`config.mk`:
```
export PLATFORM = sky130hd
export DESIGN_NAME = video_char_gen_flat
export DESIGN_NICKNAME = d
export VERILOG_FILES = /design/src/rtl/video_char_gen_pkg.sv /design/src/rtl/video_char_gen_if.sv /design/src/rtl/video_char_gen_shift_reg.sv /design/src/rtl/video_char_gen.sv /design/src/flat_wrapper.sv
export SDC_FILE = /design/constraint.sdc
export NUM_CORES = 1
export LEC_CHECK = 0
export ABC_CLOCK_PERIOD_IN_PS = 2780
export CAP_MARGIN = 0
export CORE_ASPECT_RATIO = 0.8
export CORE_MARGIN = 2
export CORE_UTILIZATION = 48
export DETAILED_ROUTE_END_ITERATION = 10
export GPL_TIMING_DRIVEN = 0
export PLACE_DENSITY_LB_ADDON = 0.15
export SYNTH_ARGS = -nofsm -noshare
export SYNTH_HDL_FRONTEND = slang
export SYNTH_SLANG_ARGS = --single-unit
```
`constraint.sdc`:
```
create_clock -name wb_clock_i -period 2.78 [get_ports wb_clock_i]
set_input_delay 0.695 -clock wb_clock_i [delete_from_list [all_inputs] [get_ports wb_clock_i]]
set_output_delay 0.695 -clock wb_clock_i [all_outputs]
set_load 0.01 [all_outputs]
```
`src/rtl/video_char_gen_pkg.sv`:
```
// Shared types and constants for the character generator: fetch FSM encoding,
// character ROM geometry and the reverse-video helper.
package video_char_gen_pkg;

  typedef enum logic [1:0] {
    ST_IDLE      = 2'd0,
    ST_VRAM_WAIT = 2'd1,
    ST_CROM_WAIT = 2'd2,
    ST_READY     = 2'd3
  } fetch_state_e;

  localparam int CROM_ADDR_WIDTH = 11;
  localparam int GLYPH_ROWS      = 8;

  // Bit 7 of the screen code inverts the glyph row, but only inside the display window.
  function automatic logic [7:0] apply_reverse(input logic [7:0] pattern,
                                               input logic [7:0] code,
                                               input logic       de);
    logic [7:0] result;
    if (de) begin
      result = pattern ^ {8{code[7]}};
    end else begin
      result = 8'h00;
    end
    return result;
  endfunction

endpackage

```
`src/rtl/video_char_gen_if.sv`:
```
// Memory-side bundle of the character generator: video RAM and character ROM
// request/ack read ports toward the shared RAM arbiter.
interface video_char_gen_if #(
  parameter int VRAM_ADDR_WIDTH = 11
);
  import video_char_gen_pkg::*;

  logic [VRAM_ADDR_WIDTH-1:0] vram_addr;
  logic                       vram_req;
  logic                       vram_ack;
  logic [7:0]                 vram_data;
  logic [CROM_ADDR_WIDTH-1:0] crom_addr;
  logic                       crom_req;
  logic                       crom_ack;
  logic [7:0]                 crom_data;

  modport master (
    output vram_addr, vram_req, crom_addr, crom_req,
    input  vram_ack, vram_data, crom_ack, crom_data
  );

  modport slave (
    input  vram_addr, vram_req, crom_addr, crom_req,
    output vram_ack, vram_data, crom_ack, crom_data
  );

endinterface

```
`src/rtl/video_char_gen_shift_reg.sv`:
```
// Pixel serializer: parallel load at the character strobe (load beats shift),
// MSB-first left shift with zero fill on each pixel strobe.
module video_shift_reg #(
  parameter int WIDTH = 8
) (
  input  logic             wb_clock_i,
  input  logic             reset_i,
  input  logic             load,
  input  logic             shift,
  input  logic [WIDTH-1:0] din,
  output logic             msb
);

  logic [WIDTH-1:0] data_r;

  // Load has priority so the loaded MSB is shown as pixel 0 of the slot
  always_ff @(posedge wb_clock_i) begin
    if (reset_i) begin
      data_r <= {WIDTH{1'b0}};
    end else if (load) begin
      data_r <= din;
    end else if (shift) begin
      data_r <= {data_r[WIDTH-2:0], 1'b0};
    end else begin
      data_r <= data_r;
    end
  end

  assign msb = data_r[WIDTH-1];

endmodule

```
`src/rtl/video_char_gen.sv`:
```
// Character generator: screen code fetch, glyph row fetch, pixel serialization
// with one-slot delayed DE/syncs. Define VIDEO_UNDERRUN_COUNT_EN to add underrun_count_o.
module video_char_gen
  import video_char_gen_pkg::*;
#(
  parameter int VRAM_ADDR_WIDTH = 11,
  parameter int CHAR_WIDTH      = 8
) (
  input  logic        wb_clock_i,
  input  logic        reset_i,
  input  logic        char_clk_en_i,
  input  logic        pixel_clk_en_i,
  input  logic [13:0] crtc_ma_i,
  input  logic [4:0]  crtc_ra_i,
  input  logic        crtc_de_i,
  input  logic        crtc_h_sync_i,
  input  logic        crtc_v_sync_i,
  input  logic        gfx_i,
  video_char_gen_if.master mem,
  output logic        video_o,
  output logic        h_sync_o,
  output logic        v_sync_o,
  output logic        de_o,
  output logic        underrun_o
`ifdef VIDEO_UNDERRUN_COUNT_EN
  ,
  output logic [7:0]  underrun_count_o
`endif
);

  fetch_state_e               state_r, state_nx_s;
  logic [VRAM_ADDR_WIDTH-1:0] ma_r;
  logic [4:0]                 ra_r;
  logic                       de_r, hs_r, vs_r, gfx_r;
  logic                       de_q_r, hs_q_r, vs_q_r;
  logic [7:0]                 code_r, pattern_r;
  logic                       vram_req_r, crom_req_r, underrun_r;
  logic                       vram_hit_s, crom_hit_s, underrun_s;
  logic [CHAR_WIDTH-1:0]      load_byte_s;
  logic                       unused_ma_s;

  assign unused_ma_s = ^crtc_ma_i[13:VRAM_ADDR_WIDTH];
  assign vram_hit_s  = vram_req_r & mem.vram_ack;
  assign crom_hit_s  = crom_req_r & mem.crom_ack;

  // Fetch FSM next state; a character strobe restarts the slot from any state
  always_comb begin
    state_nx_s = state_r;
    underrun_s = 1'b0;
    if (char_clk_en_i) begin
      underrun_s = (state_r == ST_VRAM_WAIT) || (state_r == ST_CROM_WAIT);
      state_nx_s = crtc_de_i ? ST_VRAM_WAIT : ST_READY;
    end else begin
      case (state_r)
        ST_VRAM_WAIT: begin
          if (vram_hit_s) begin
            state_nx_s = (ra_r[4:3] == 2'b00) ? ST_CROM_WAIT : ST_READY;
          end else begin
            state_nx_s = state_r;
          end
        end
        ST_CROM_WAIT: begin
          if (crom_hit_s) begin
            state_nx_s = ST_READY;
          end else begin
            state_nx_s = state_r;
          end
        end
        default: state_nx_s = state_r;
      endcase
    end
  end

  // Only a completed fetch reaches the pixels; IDLE and missed deadlines show blank
  always_comb begin
    if (state_r == ST_READY) begin
      load_byte_s = apply_reverse(pattern_r, code_r, de_r);
    end else begin
      load_byte_s = {CHAR_WIDTH{1'b0}};
    end
  end

  // State, slot latches and handshakes; an underrun holds requests low for one cycle
  always_ff @(posedge wb_clock_i) begin
    if (reset_i) begin
      state_r    <= ST_IDLE;
      ma_r       <= {VRAM_ADDR_WIDTH{1'b0}};
      ra_r       <= 5'd0;
      de_r       <= 1'b0;
      hs_r       <= 1'b0;
      vs_r       <= 1'b0;
      gfx_r      <= 1'b0;
      de_q_r     <= 1'b0;
      hs_q_r     <= 1'b0;
      vs_q_r     <= 1'b0;
      code_r     <= 8'h00;
      pattern_r  <= 8'h00;
      vram_req_r <= 1'b0;
      crom_req_r <= 1'b0;
      underrun_r <= 1'b0;
    end else begin
      state_r    <= state_nx_s;
      vram_req_r <= (state_nx_s == ST_VRAM_WAIT) && !underrun_s;
      crom_req_r <= (state_nx_s == ST_CROM_WAIT);
      if (char_clk_en_i) begin
        ma_r       <= crtc_ma_i[VRAM_ADDR_WIDTH-1:0];
        ra_r       <= crtc_ra_i;
        de_r       <= crtc_de_i;
        hs_r       <= crtc_h_sync_i;
        vs_r       <= crtc_v_sync_i;
        gfx_r      <= gfx_i;
        pattern_r  <= 8'h00;
        de_q_r     <= de_r;
        hs_q_r     <= hs_r;
        vs_q_r     <= vs_r;
        underrun_r <= underrun_r | underrun_s;
      end else begin
        if (vram_hit_s) begin
          code_r <= mem.vram_data;
        end
        if (crom_hit_s) begin
          pattern_r <= mem.crom_data;
        end
      end
    end
  end

`ifdef VIDEO_UNDERRUN_COUNT_EN
  logic [7:0] underrun_cnt_r;

  // Saturating count of missed slot deadlines
  always_ff @(posedge wb_clock_i) begin
    if (reset_i) begin
      underrun_cnt_r <= 8'h00;
    end else if (underrun_s && (underrun_cnt_r != 8'hFF)) begin
      underrun_cnt_r <= underrun_cnt_r + 8'h01;
    end else begin
      underrun_cnt_r <= underrun_cnt_r;
    end
  end

  assign underrun_count_o = underrun_cnt_r;
`endif

  video_shift_reg #(
    .WIDTH (CHAR_WIDTH)
  ) u_shift (
    .wb_clock_i (wb_clock_i),
    .reset_i    (reset_i),
    .load       (char_clk_en_i),
    .shift      (pixel_clk_en_i),
    .din        (load_byte_s),
    .msb        (video_o)
  );

  assign mem.vram_addr = ma_r;
  assign mem.vram_req  = vram_req_r;
  assign mem.crom_addr = {gfx_r, code_r[6:0], ra_r[2:0]};
  assign mem.crom_req  = crom_req_r;
  assign h_sync_o      = hs_q_r;
  assign v_sync_o      = vs_q_r;
  assign de_o          = de_q_r;
  assign underrun_o    = underrun_r;

endmodule

```
`src/flat_wrapper.sv`:
```
// flat-port wrapper written by rule: the top's interface ports become plain ports
module video_char_gen_flat import video_char_gen_pkg::*;
#(
  parameter int VRAM_ADDR_WIDTH = 11,
  parameter int CHAR_WIDTH      = 8
)
  (wb_clock_i, reset_i, char_clk_en_i, pixel_clk_en_i, crtc_ma_i, crtc_ra_i, crtc_de_i, crtc_h_sync_i, crtc_v_sync_i, gfx_i, video_o, h_sync_o, v_sync_o, de_o, underrun_o, mem_vram_addr, mem_vram_req, mem_crom_addr, mem_crom_req, mem_vram_ack, mem_vram_data, mem_crom_ack, mem_crom_data);
  video_char_gen_if #(.VRAM_ADDR_WIDTH(VRAM_ADDR_WIDTH)) mem_i ();
  input  logic wb_clock_i;
  input  logic reset_i;
  input  logic char_clk_en_i;
  input  logic pixel_clk_en_i;
  input  logic [13:0] crtc_ma_i;
  input  logic [4:0] crtc_ra_i;
  input  logic crtc_de_i;
  input  logic crtc_h_sync_i;
  input  logic crtc_v_sync_i;
  input  logic gfx_i;
  output logic video_o;
  output logic h_sync_o;
  output logic v_sync_o;
  output logic de_o;
  output logic underrun_o;
  output wire logic [$bits(mem_i.vram_addr)-1:0] mem_vram_addr;
  output wire logic [$bits(mem_i.vram_req)-1:0] mem_vram_req;
  output wire logic [$bits(mem_i.crom_addr)-1:0] mem_crom_addr;
  output wire logic [$bits(mem_i.crom_req)-1:0] mem_crom_req;
  input wire logic [$bits(mem_i.vram_ack)-1:0] mem_vram_ack;
  input wire logic [$bits(mem_i.vram_data)-1:0] mem_vram_data;
  input wire logic [$bits(mem_i.crom_ack)-1:0] mem_crom_ack;
  input wire logic [$bits(mem_i.crom_data)-1:0] mem_crom_data;
  assign mem_vram_addr = mem_i.vram_addr;
  assign mem_vram_req = mem_i.vram_req;
  assign mem_crom_addr = mem_i.crom_addr;
  assign mem_crom_req = mem_i.crom_req;
  assign mem_i.vram_ack = mem_vram_ack;
  assign mem_i.vram_data = mem_vram_data;
  assign mem_i.crom_ack = mem_crom_ack;
  assign mem_i.crom_data = mem_crom_data;
  video_char_gen #(.VRAM_ADDR_WIDTH(VRAM_ADDR_WIDTH), .CHAR_WIDTH(CHAR_WIDTH)) u_core (.wb_clock_i(wb_clock_i), .reset_i(reset_i), .char_clk_en_i(char_clk_en_i), .pixel_clk_en_i(pixel_clk_en_i), .crtc_ma_i(crtc_ma_i), .crtc_ra_i(crtc_ra_i), .crtc_de_i(crtc_de_i), .crtc_h_sync_i(crtc_h_sync_i), .crtc_v_sync_i(crtc_v_sync_i), .gfx_i(gfx_i), .mem(mem_i), .video_o(video_o), .h_sync_o(h_sync_o), .v_sync_o(v_sync_o), .de_o(de_o), .underrun_o(underrun_o));
endmodule
```
==> impl_metrics.json <==
{
  "cts.clk_slew.worst_paths_ns": 0.08,
  "maxSlewHeadroom": 0.6410,
  "nets": 365,
  "ant_nets": 0,
  "arrival_ns": 1.28,
  "grt_pass1_wl_um": 7817,
  "end_kind": "output pin",
  "placed_area_um2": 2935,
  "start_util": 0.5121,
  "rrSetupSlack_ns": 1.02,
  "cts_sinks": 52,
  "synth-seq-area-share": 0.4746,
  "irDropWorstVdd_uv": 320.0,
  "min_period_ns": 1.974,
  "hp-class": "reg -> reg",
  "slowest_delay_ns": 0.54,
  "multiInputGateArea_um2": 944.7,
  "antenna_found_initial": 0,
  "dp_hpwl_um": 3390,
  "regArea_um2": 1041,
  "fp-row-count": 21,
  "track_usage": 0.1946,
  "die-area_um2": 5129,
  "crit_path_cell_trace": "buf_4 > clkdlybuf4s50_1",
  "postCtsSetupBuffers": 0,
  "min_period_over_period": 0.7102,
  "cts-buffers-inserted": 5,
  "clkLatencyLatePin_ns": 0.31,
  "finClkSkew_ns": 0.01045,
  "drt_iter0_markers": 97,
  "fin_setup_tns_ns": 0,
  "power_density_nw_per_um2": 488.0,
  "wirelength_um": 4645,
  "synthDistinctLibCells": 27,
  "antennaDiodeCount": 0,
  "clk_path_buf_depth": 2,
  "hold_viol": 0,
  "firstDrtPassIters": 4,
  "die_x_um": 79.58,
  "hold_slack_ns": 0.4561,
  "cts_root_buf": "clkbuf_8",
  "leakage_nw": 1.240,
  "ios": 74,
  "ys_seq_elements": 52,
  "synth_area_um2": 2193,
  "crit-reg2reg-launch": "u_core.state_r[0]",
  "gr-total-overflow": 0,
  "r2r_cells": 6,
  "vias": 1845,
  "crit_type": "reg -> out",
  "area_delta_synth_final_pct": 37.93,
  "synth_nets": 291,
  "place_congestion": 0.8174,
  "port_buffers": 67,
  "critPathMaxFanout": 2,
  "cts_hold_buf": 0,
  "cpMaxStageDelayCell": "clkdlybuf4s50_1",
  "setup-violations-final": 0,
  "syn_area_per_cell_um2": 9.026,
  "die_h_um": 64.46,
  "rsz0062_at_grt": "no",
  "r2r_end": "u_core.mem.vram_req",
  "drcViolationCount": 0,
  "final_util": 0.7064,
  "hold_depth": 2,
  "status": "finished clean",
  "critPathTopFamily": "buffers and inverters",
  "startpoint_type": "register",
  "core_area_um2": 4283,
  "grt_start_max_net_pins": 15,
  "path_buf_inv": 2,
  "ctsResizeCount": 0,
  "cts_htree_levels": 2,
  "yosysWarningCount": 0,
  "synth_cells": 243,
  "crit_required_ns": 2.09,
  "grt_pass1_vias": 1788,
  "cts_tree": "yes",
  "holdPathEnd": "u_core.code_r[3]",
  "slew_violations": 0,
  "drv_cap": 0,
  "max_freq_mhz": 506.5,
  "vias_per_cell": 4.920,
  "postLayoutCellArea_um2": 3025,
  "tightest_slew_ns": 0.5365,
  "final_layout_size_suffix_gt1_frac": 0.1006,
  "n_fill_cell": 363,
  "hp-start": "u_core.code_r[3]",
  "wl_per_cell_um": 12.39
}
==> worst max-delay path by stage <==
stage / startpoint / to / slack [ns] / cells past startpoint
3_3_place_gp: char_clk_en_i / u_core.code_r[2] / 0.59 / 5
3_5_place_dp: char_clk_en_i / u_core.code_r[4] / 0.56 / 5
4_1_cts: u_core.code_r[1] / mem_crom_addr[4] / 0.78 / 2
2_1_floorplan: u_core.state_r[0] / u_core.mem.vram_req / 1.18 / 6
5_1_grt: u_core.code_r[0] / mem_crom_addr[3] / 0.75 / 2
6_report: u_core.code_r[1] / mem_crom_addr[4] / 0.81 / 2
==> logic make-up after synthesis <==
logic type,count (synthesis),share of synthesized area
AO/OA/AOI/OAI,45,0.1318
XOR/XNOR,8,0.03195
buffers and inverters,38,0.09470
flip-flops,52,0.4746
AND/OR/NAND/NOR,74,0.1449
adder cells (fa/ha/maj),3,0.01712
multiplexers,23,0.1050
==> worst register-to-register path, stage by stage, from the launching register on <==
cell	delay (ns)
dfxtp_1	0.42
inv_1	0.07
ha_1	0.40
inv_1	0.12
nand2_1	0.06
o311a_1	0.34
a2111oi_2	0.27
==> Yosys cell counts <==
library cell / number / area [um^2]
a2111oi_2: 1 / 15.01
a2111oi_4: 1 / 27.53
a211oi_1: 7 / 52.55
a21oi_1: 31 / 155.2
a21oi_2: 1 / 8.760
a22oi_1: 1 / 7.510
a31oi_1: 1 / 6.260
and3_1: 1 / 6.260
and3b_1: 1 / 8.760
buf_2: 4 / 20.02
buf_4: 14 / 105.1
buf_6: 1 / 11.26
clkbuf_1: 8 / 30.03
dfxtp_1: 52 / 1041
ha_1: 3 / 37.54
inv_1: 11 / 41.29
mux2i_1: 23 / 230.2
nand2_1: 28 / 105.1
nand3_1: 8 / 40.04
nor2_1: 30 / 112.6
nor3_1: 2 / 10.01
nor3_2: 1 / 10.01
nor3b_2: 1 / 12.51
o22ai_1: 1 / 6.260
o311a_1: 1 / 10.01
or2_2: 2 / 12.51
xor2_1: 8 / 70.07
==> power by group <==
part / internal, W / total [W] / switching [W]
combinational: 0.000138 / 0.000245 / 0.000107
sequential: 0.000776 / 0.000793 / 0.0000168
clock: 0.000203 / 0.000438 / 0.000234
==> sequential cells by signal, indices dropped and copies added (netlist names) <==
signal	flops
u_core.mem.vram_req	1
u_core.code_r	8
u_core.state_r	2
u_core.de_r	1
u_core.mem.vram_addr	11
u_core.mem.crom_req	1
u_core.ra_r	5
u_core.gfx_r	1
u_core.pattern_r	8
u_core.vs_r	1
u_core.hs_r	1
u_core.v_sync_o	1
u_core.h_sync_o	1
u_core.u_shift.data_r	8
u_core.de_o	1
u_core.underrun_o	1
==> cell type report <==
class,instances,area share
Timing Repair Buffer,67,0.2217
Tap cell,57,0.02357
Clock buffer,8,0.02978
Sequential cell,52,0.3441
Buffer,27,0.05500
Inverter,11,0.01365
Multi-Input combinational cell,153,0.3122
==> metrics by stage <==
stage	total power (W)	setup WS (ns)	instances
detailed placement	0.001055	0.5613	367
finish	0.001477	0.8056	375
CTS	0.001488	0.7836	375
global route	0.001543	0.7485	375
floorplan	0.0009355	1.181	243
global placement	0.001051	0.5887	367
==> layout by cell type (no fill, tap or decap) <==
master            n
nor3_2            1
clkbuf_8          6
o311a_1           1
o22ai_1           1
a21oi_1          31
a2111oi_4         1
nand3_1           8
nor2_1           30
mux2i_1          23
or2_2             2
ha_1              3
nor3b_2           1
a22oi_1           1
buf_4            14
clkdlybuf4s50_1  67
buf_2             4
a2111oi_2         1
a211oi_1          7
inv_1            11
and3b_1           1
and3_1            1
dfxtp_1          52
a21oi_2           1
nand2_1          28
buf_6             1
nor3_1            2
a31oi_1           1
clkbuf_1         10
xor2_1            8
==> routing by layer <==
layer  track usage  vias up  share of wire
met5             0        -              0
met4       0.08190        0          0.013
met3       0.06685        5          0.082
met2        0.2962       52           0.43
met1        0.2518      840           0.47
li1              -      948              -
(Power assumes the default switching activity.)
